--- src/rtl/sram_arbiter.sv ---
// Round-robin arbiter sharing one single-ported SRAM between two masters,
// with bounded ownership locking and per-master read-response routing.
module sram_arbiter #(
    parameter int AW       = 14,
    parameter int DW       = 32,
    parameter int MAX_LOCK = 4
) (
    input  logic          clk,
    input  logic          rst,
    input  logic          m0_req,
    input  logic          m1_req,
    input  logic          m0_lock,
    input  logic          m1_lock,
    input  logic [3:0]    m0_we,
    input  logic [3:0]    m1_we,
    input  logic [AW-1:0] m0_addr,
    input  logic [AW-1:0] m1_addr,
    input  logic [DW-1:0] m0_wdata,
    input  logic [DW-1:0] m1_wdata,
    output logic          m0_gnt,
    output logic          m1_gnt,
    output logic          m0_rvalid,
    output logic          m1_rvalid,
    output logic [DW-1:0] m0_rdata,
    output logic [DW-1:0] m1_rdata,
    output logic          sram_cs,
    output logic          sram_oe,
    output logic [3:0]    sram_web,
    output logic [AW-1:0] sram_a,
    output logic [DW-1:0] sram_di,
    input  logic [DW-1:0] sram_do
);

    localparam logic [3:0] LOCK_MAX = 4'(MAX_LOCK);

    logic          last;
    logic          owner_lock;
    logic          owner;
    logic [2:0]    lock_cnt;
    logic          rd_pend;
    logic          rd_id;

    logic          sel;
    logic          gnt_any;
    logic          sel_lock;
    logic [3:0]    sel_we;
    logic [AW-1:0] sel_addr;
    logic [DW-1:0] sel_wdata;
    logic [3:0]    cnt_inc;
    logic          lock_hit;

    always_comb begin
        sel     = 1'b0;
        gnt_any = 1'b0;
        if (owner_lock) begin
            sel     = owner;
            gnt_any = owner ? m1_req : m0_req;
        end else if (m0_req && m1_req) begin
            sel     = ~last;
            gnt_any = 1'b1;
        end else begin
            sel     = m1_req;
            gnt_any = m0_req | m1_req;
        end
        // Nothing may reach the SRAM while reset is held.
        if (!rst) gnt_any = 1'b0;
    end

    assign sel_lock  = sel ? m1_lock  : m0_lock;
    assign sel_we    = sel ? m1_we    : m0_we;
    assign sel_addr  = sel ? m1_addr  : m0_addr;
    assign sel_wdata = sel ? m1_wdata : m0_wdata;

    assign cnt_inc  = {1'b0, lock_cnt} + 4'd1;
    assign lock_hit = (cnt_inc >= LOCK_MAX);

    assign m0_gnt = gnt_any & ~sel;
    assign m1_gnt = gnt_any & sel;

    assign sram_cs  = gnt_any;
    assign sram_oe  = gnt_any && (sel_we == 4'h0);
    assign sram_web = gnt_any ? ~sel_we : 4'hF;
    assign sram_a   = gnt_any ? sel_addr : '0;
    assign sram_di  = gnt_any ? sel_wdata : '0;

    always_ff @(posedge clk or negedge rst) begin
        if (!rst) begin
            last       <= 1'b1;
            owner_lock <= 1'b0;
            owner      <= 1'b0;
            lock_cnt   <= 3'd0;
            rd_pend    <= 1'b0;
            rd_id      <= 1'b0;
        end else begin
            rd_pend <= gnt_any && (sel_we == 4'h0);
            rd_id   <= sel;
            if (gnt_any) begin
                last <= sel;
                // The grant that reaches MAX_LOCK releases ownership.
                if (sel_lock && !lock_hit) begin
                    owner_lock <= 1'b1;
                    owner      <= sel;
                    lock_cnt   <= cnt_inc[2:0];
                end else begin
                    owner_lock <= 1'b0;
                    lock_cnt   <= 3'd0;
                end
            end else if (owner_lock) begin
                owner_lock <= 1'b0;
                lock_cnt   <= 3'd0;
                last       <= owner;
            end
        end
    end

    assign m0_rvalid = rd_pend & ~rd_id;
    assign m1_rvalid = rd_pend & rd_id;
    assign m0_rdata  = m0_rvalid ? sram_do : '0;
    assign m1_rdata  = m1_rvalid ? sram_do : '0;

endmodule

--- config.mk ---
export PLATFORM = sky130hd
export DESIGN_NAME = sram_arbiter
export DESIGN_NICKNAME = d
export VERILOG_FILES = /design/src/rtl/sram_arbiter.sv
export SDC_FILE = /design/constraint.sdc
export NUM_CORES = 1
export LEC_CHECK = 0
export BUFFER_PORTS_ARGS = -buffer_cell sky130_fd_sc_hd__buf_2
export CORE_AREA = 5 5 97 99
export CTS_CLUSTER_SIZE = 12
export DETAILED_ROUTE_END_ITERATION = 8
export DIE_AREA = 0 0 102 104
export SYNTH_ARGS = -nofsm -noshare
export SYNTH_HDL_FRONTEND = slang
export SYNTH_SLANG_ARGS = --single-unit
--- constraint.sdc ---
create_clock -name clk -period 1.7 [get_ports clk]
set_clock_uncertainty 0.1 [all_clocks]
set_input_delay 0 -clock clk [delete_from_list [all_inputs] [get_ports clk]]
set_output_delay 0 -clock clk [all_outputs]
set_load 0.02 [all_outputs]
==> results of run 1 <==
==> cell type report <==
cell class | count | share of cell area, %
Clock buffer | 4 | 1.28
Inverter | 5 | 0.602
Multi-Input combinational cell | 198 | 40.0
Sequential cell | 8 | 5.74
Tap cell | 108 | 3.83
Timing Repair Buffer | 287 | 48.6
==> cell usage after synthesis (all sizes together) <==
library cell / n
nand3: 2
o211ai: 1
a21boi: 1
clkbuf: 13
o41ai: 1
and2: 35
dfrtp: 7
a221o: 1
dfstp: 1
o221ai: 1
or4: 1
a211oi: 1
nor2b: 1
nand2: 8
and3: 34
mux2i: 47
a21oi: 1
buf: 7
a31oi: 1
ha: 1
mux2: 4
nor2: 52
o31ai: 2
nor4: 1
nand2b: 2
inv: 5
==> where the power goes <==
group	switching (mW)	internal, mW
clock	0.0795	0.163
combinational	1.02	0.992
sequential	0.0347	0.246
total	1.13	1.40
==> what timing repair did <==
item                                    in CTS  in global routing
setup buffers                                8                  2
gates cloned                                 2                  0
hold buffers                                 4                  0
resized for setup                           30                 26
pin swaps                                    2                  2
hold endpoints to repair                    11                  0
endpoints found under the setup margin      53                 59
==> flip-flops by register name, summed over array words and instances (netlist names) <==
register / cells
lock_cnt: 3
owner_lock: 1
rd_id: 1
rd_pend: 1
owner: 1
last: 1
==> worst min-delay path by stage <==
stage                   from     endpoint  cells past startpoint  slack (ns)
floorplan                rst  lock_cnt[0]                      0       -0.40
global placement         rst        owner                      1       -0.23
detailed placement       rst        owner                      1       -0.23
CTS                 m1_we[2]      rd_pend                      4      0.0003
global route        m0_we[2]      rd_pend                      3        0.01
finish              m0_we[2]      rd_pend                      3      -0.003
==> critical path: stages (launching register included) <==
cell and delay (ns):
dfstp_2 0.53, nand2_2 0.07, a31oi_4 0.21, buf_12 0.19, buf_12 0.17, mux2i_1 0.21, nor2_1 0.06, buf_2 0.16
==> metal layers <==
layer  vias up  GRT usage, %
met5         -             0
met4         0          4.12
met3        10          2.15
met2       146          27.6
met1      1171          15.7
li1       1331             -
==> cell families after synthesis <==
| family | share of synthesized area [%] |
|---|---|
| AOI/OAI and AO/OA | 6.88 |
| adders and majority gates | 0.732 |
| buffers and inverters | 9.30 |
| DFF | 11.8 |
| muxes | 30.2 |
| and+or+nand+nor | 41.1 |
==> results_dict.tcl, run 1 <==
set metrics [dict create \
    crit_path_start "last" \
    syn_to_final_growth_pct 107 \
    ff_latch_area_um2 203 \
    placed_cells 591 \
    hp-class "in2reg" \
    grt-ovfl-total 0 \
    via_count 2658 \
    grt_max_degree 34 \
    syn-num-nets 370 \
    antenna_found_initial 0 \
    routed_wl_um 8330 \
    fp.dieH_um 104 \
    powerDensity_nw_per_um2 717 \
    layout_common_cells "buf_2, nor2_1, mux2i_1" \
    start_kind "flip-flop" \
    dp_hpwl_um 6910 \
    wl_met3_um 841 \
    drc_errors 0 \
    h-tree-depth 1 \
    criticalPathCategory "reg2out" \
    postSynthCellCount 231 \
    drt-met1-wl_um 2930 \
    pin_count 258 \
    period_needed_ns 1.92 \
    finalSetupViolations 58 \
    r2r_setup_slack_ns -0.11 \
    grt_usage_pct 14.4 \
    finish.utilization_pct 41.7 \
    setup.worst_path.end "sram_di[18]" \
    fp.dieArea_um2 10600 \
    path_clk_slew_ns 0.04 \
    timing.final.crit_share_pct 113 \
    post-synth-top-area-fraction_pct 27.5 \
    ant_nets 0 \
    diodes 0 \
    max_freq_ghz 0.522 \
    via_per_inst 4.36 \
    synth.distinct_cells 31 \
    syn-mean-instance-area_um2 7.40 \
    rr_worst_depth 6 \
    fin_area_um2 3530 \
    holdWs_ns -0.00334 \
    max-vdd-ir-drop_uv 261 \
    synth-seq-area-share_pct 11.8 \
    multi_input_area_um2 1410 \
    drive_above_1_share_pct 62.4 \
    highest_layer "met4" \
    cts.sinks 8 \
    regToRegEndpoint "owner" \
    cts_buffers 3 \
    die_w_um 102 \
    total_power_mw 2.53 \
    grt_pass1_vias 2643 \
    worstPathRequired_ns 1.60 \
    worst_ep_arrival_time_ns 1.82 \
    cts_tree "yes" \
    synthTopCellsByArea "mux2i_1, and2_1, and3_1" \
    final_max_slew_viol_count 0 \
    clk_latency_ns 0.23 \
    fp.coreArea_um2 8470 \
    r2r-start "owner_lock" \
    fin_nets 642 \
    worstPathMaxFanout 16 \
    portBuffers 257 \
    start_util_pct 20.2 \
    dr.pass1.iters 4 \
    finalHoldViolations 1 \
    maxCapViolCount 0 \
    fin_setup_tns_ns -8.41 \
    final_common_cell "buf_2" \
    globalplace.congestion 0.833 \
    rows 34 \
    violations "negative hold slack, negative setup slack" \
    grt_pass1_wl_um 12600 \
    yosys.area.top_type "mux2i_1" \
    root_buffer "clkbuf_8" \
    cellLeakagePower_nw 2.32 \
    fin_cells 610 \
    rsz0062_at_grt "yes" \
    crit_path_end_kind "primary output" \
    dpl_worst_slack_ns 0.000885 \
    dr.first_iter.drc_count 39 \
    setup_slack_ns -0.217 \
    synth_warnings 0 \
    syn_area_um2 1710 \
    synth-seq-cells 8 \
    routed-wl-met2_um 4420 \
    clock_path_buffers 2 \
    wl_per_cell_um 13.7 \
    postPlaceCellArea_um2 3130 \
    worst_slew_pin_slew_ns 0.439 \
    relSlewSlack_pct 70.7 \
    run_status "complete, but fails checks" \
    fill_cells 863 \
]
Note: power is estimated with default switching activity, not from simulation.
==> run 2: changes to the inputs <==
==> constraint.sdc (replaced) <==
create_clock -name clk -period 1.7 [get_ports clk]
set_clock_uncertainty 0.1 [all_clocks]
set_input_delay 0.255 -clock clk [delete_from_list [all_inputs] [get_ports clk]]
set_output_delay 0.255 -clock clk [all_outputs]
set_load 0.02 [all_outputs]
==> run 2 against run 1 <==
The flow finishes with violations (negative setup slack). Global-route usage increased by 0.20 points. Combinational power increased by 24%. Final cell count increased by 0.82%. Sequential share of layout area decreased by 0.79 points. Flip-flop and latch count unchanged. Die area unchanged. Non-clock buffer count increased by 5. Register-to-register slack got worse by 0.19 ns. Worst setup slack got worse by 0.23 ns. Wire length increased by 17%.
==> results_dict.tcl, run 2 (synthesis gave the netlist of run 1 again) <==
set metrics [dict create \
    drc_errors 0 \
    finalHoldViolations 0 \
    seqPwrFrac_pct 9.4 \
    switching_share_pct 44.4 \
    ant_nets 0 \
    timing.final.crit_share_pct 126 \
    regMostFlops "lock_cnt" \
    clk_latency_ns 0.23 \
    clkPwrFrac_pct 8.2 \
    path_cells "nand2_2 -> a31oi_4 -> buf_12 -> buf_16 -> mux2i_2 -> nor2_1 -> buf_4" \
    fp.coreArea_um2 8470 \
    p_int_mw 1.69 \
    rr_worst_depth 8 \
    worst_ep_arrival_time_ns 1.79 \
    max_freq_ghz 0.465 \
    finish.utilization_pct 48.1 \
    fill_cells 786 \
    comb_power_share_pct 82.3 \
    syn_to_final_growth_pct 138 \
    grt_pass1_vias 2665 \
    via_per_inst 4.47 \
    dp_hpwl_um 6820 \
    clock_path_buffers 2 \
    total_power_mw 3.04 \
    multi_input_area_um2 1670 \
    fin_cells 615 \
    worst_slew_pin_slew_ns 0.500 \
    placed_cells 592 \
    wl_per_cell_um 15.9 \
    h-tree-depth 1 \
    setup_slack_ns -0.449 \
    routed_wl_um 9760 \
    globalplace.congestion 0.806 \
    dpl_worst_slack_ns -0.254 \
    start_util_pct 20.2 \
    root_buffer "clkbuf_8" \
    path_clk_slew_ns 0.04 \
    worst_path_dominant_cell_family "flip-flops" \
    die_w_um 102 \
    maxCapViolCount 0 \
    largest_reg_flops 3 \
    max-vdd-ir-drop_uv 456 \
    routed-wl-met2_um 5170 \
    wl_met3_um 944 \
    period_needed_ns 2.15 \
    rows 34 \
    dr.first_iter.drc_count 70 \
    grt_usage_pct 14.6 \
    ff_latch_area_um2 201 \
    hp-class "in2reg" \
    cts.sinks 8 \
    cellLeakagePower_nw 2.41 \
    r2r_setup_slack_ns -0.30 \
    cts_buffers 3 \
    dr.pass1.iters 4 \
    drive_above_1_share_pct 72.2 \
    fin_nets 647 \
    cts_tree "yes" \
    diodes 0 \
    violations "negative setup slack" \
    p_sw_mw 1.35 \
    regToRegEndpoint "owner" \
    hold_path_depth 3 \
    highest_layer "met4" \
    grt_max_degree 39 \
    start_kind "flip-flop" \
    criticalPathCategory "reg2out" \
    antenna_found_initial 0 \
    final_common_cell "buf_2" \
    worstPathRequired_ns 1.34 \
    fp.dieArea_um2 10600 \
    finalSetupViolations 58 \
    run_status "complete, but fails checks" \
    final_max_slew_viol_count 0 \
    hold_end "owner" \
    via_count 2750 \
    pin_count 258 \
    layout_common_cells "buf_2, buf_6, and2_1" \
    portBuffers 257 \
    worstPathMaxFanout 8 \
    hp-start "m1_lock" \
    rsz0062_at_grt "yes" \
    powerDensity_nw_per_um2 747 \
    fin_setup_tns_ns -22.66 \
    crit_path_end_kind "primary output" \
    relSlewSlack_pct 66.3 \
    worst_path_max_delay_cell "dfstp_2" \
    fp.dieH_um 104 \
    slowest_delay_ns 0.53 \
    drt-met1-wl_um 3510 \
    grt-ovfl-total 0 \
    grt_pass1_wl_um 12900 \
    critPathBufInv 3 \
    r2r-start "owner_lock" \
]
==> run 2: worst max path at each step <==
stage          slack, ns          end  depth (start not counted)       start
3_3_place_gp       -0.20  sram_di[12]                          6        last
2_1_floorplan      -0.04    sram_a[7]                          6  owner_lock
3_5_place_dp       -0.25   sram_a[11]                          6        last
6_report           -0.45   sram_di[8]                          7        last
5_1_grt            -0.51   sram_di[9]                          7        last
4_1_cts            -0.49  sram_di[11]                          7        last
==> run 2: what timing repair did <==
item                       CTS  global route
hold buffers                 1             0
setup buffers                3             6
setup endpoints to repair   58            92
pin swaps                    8            12
gates resized for setup     36            99
cloned                       3             7
hold endpoints to repair     7             0
==> run 2: routing by layer <==
layer | vias up | GRT usage, %
li1 | 1344 | -
met3 | 14 | 2.21
met5 | - | 0
met4 | 0 | 3.28
met1 | 1240 | 16.0
met2 | 152 | 28.4
==> run 2: power groups by stage <==
stage	combinational [mW]	sequential, mW	clock, mW
4_1_cts	2.00	0.280	0.254
3_3_place_gp	1.68	0.278	0
6_report	2.50	0.287	0.251
5_1_grt	2.66	0.294	0.265
2_1_floorplan	1.18	0.288	0
3_5_place_dp	1.71	0.281	0
==> run 2: metrics by stage <==
step / instance area [um^2] / hold slack [ns]
3_3_place_gp: 3240 / 0.113
4_1_cts: 3530 / 0.227
3_5_place_dp: 3240 / 0.119
5_1_grt: 4070 / 0.241
2_1_floorplan: 1800 / -0.141
6_report: 4070 / 0.236
==> run 2: layout make-up <==
type,instances,share of cell area [%]
timing repair buffer,292,49.0
tap,108,3.32
sequential,8,4.94
clock buffer,4,1.11
inverter,5,0.645
multi-input combinational,198,41.0
==> run 2: worst reg2reg max path: stages, from the launching register on <==
cell and delay, ns:
dfrtp_1 0.40, buf_6 0.14, a21boi_4 0.15, o221ai_4 0.22
buf_6 0.20, buf_8 0.13, buf_4 0.13, o41ai_2 0.26
o211ai_1 0.13
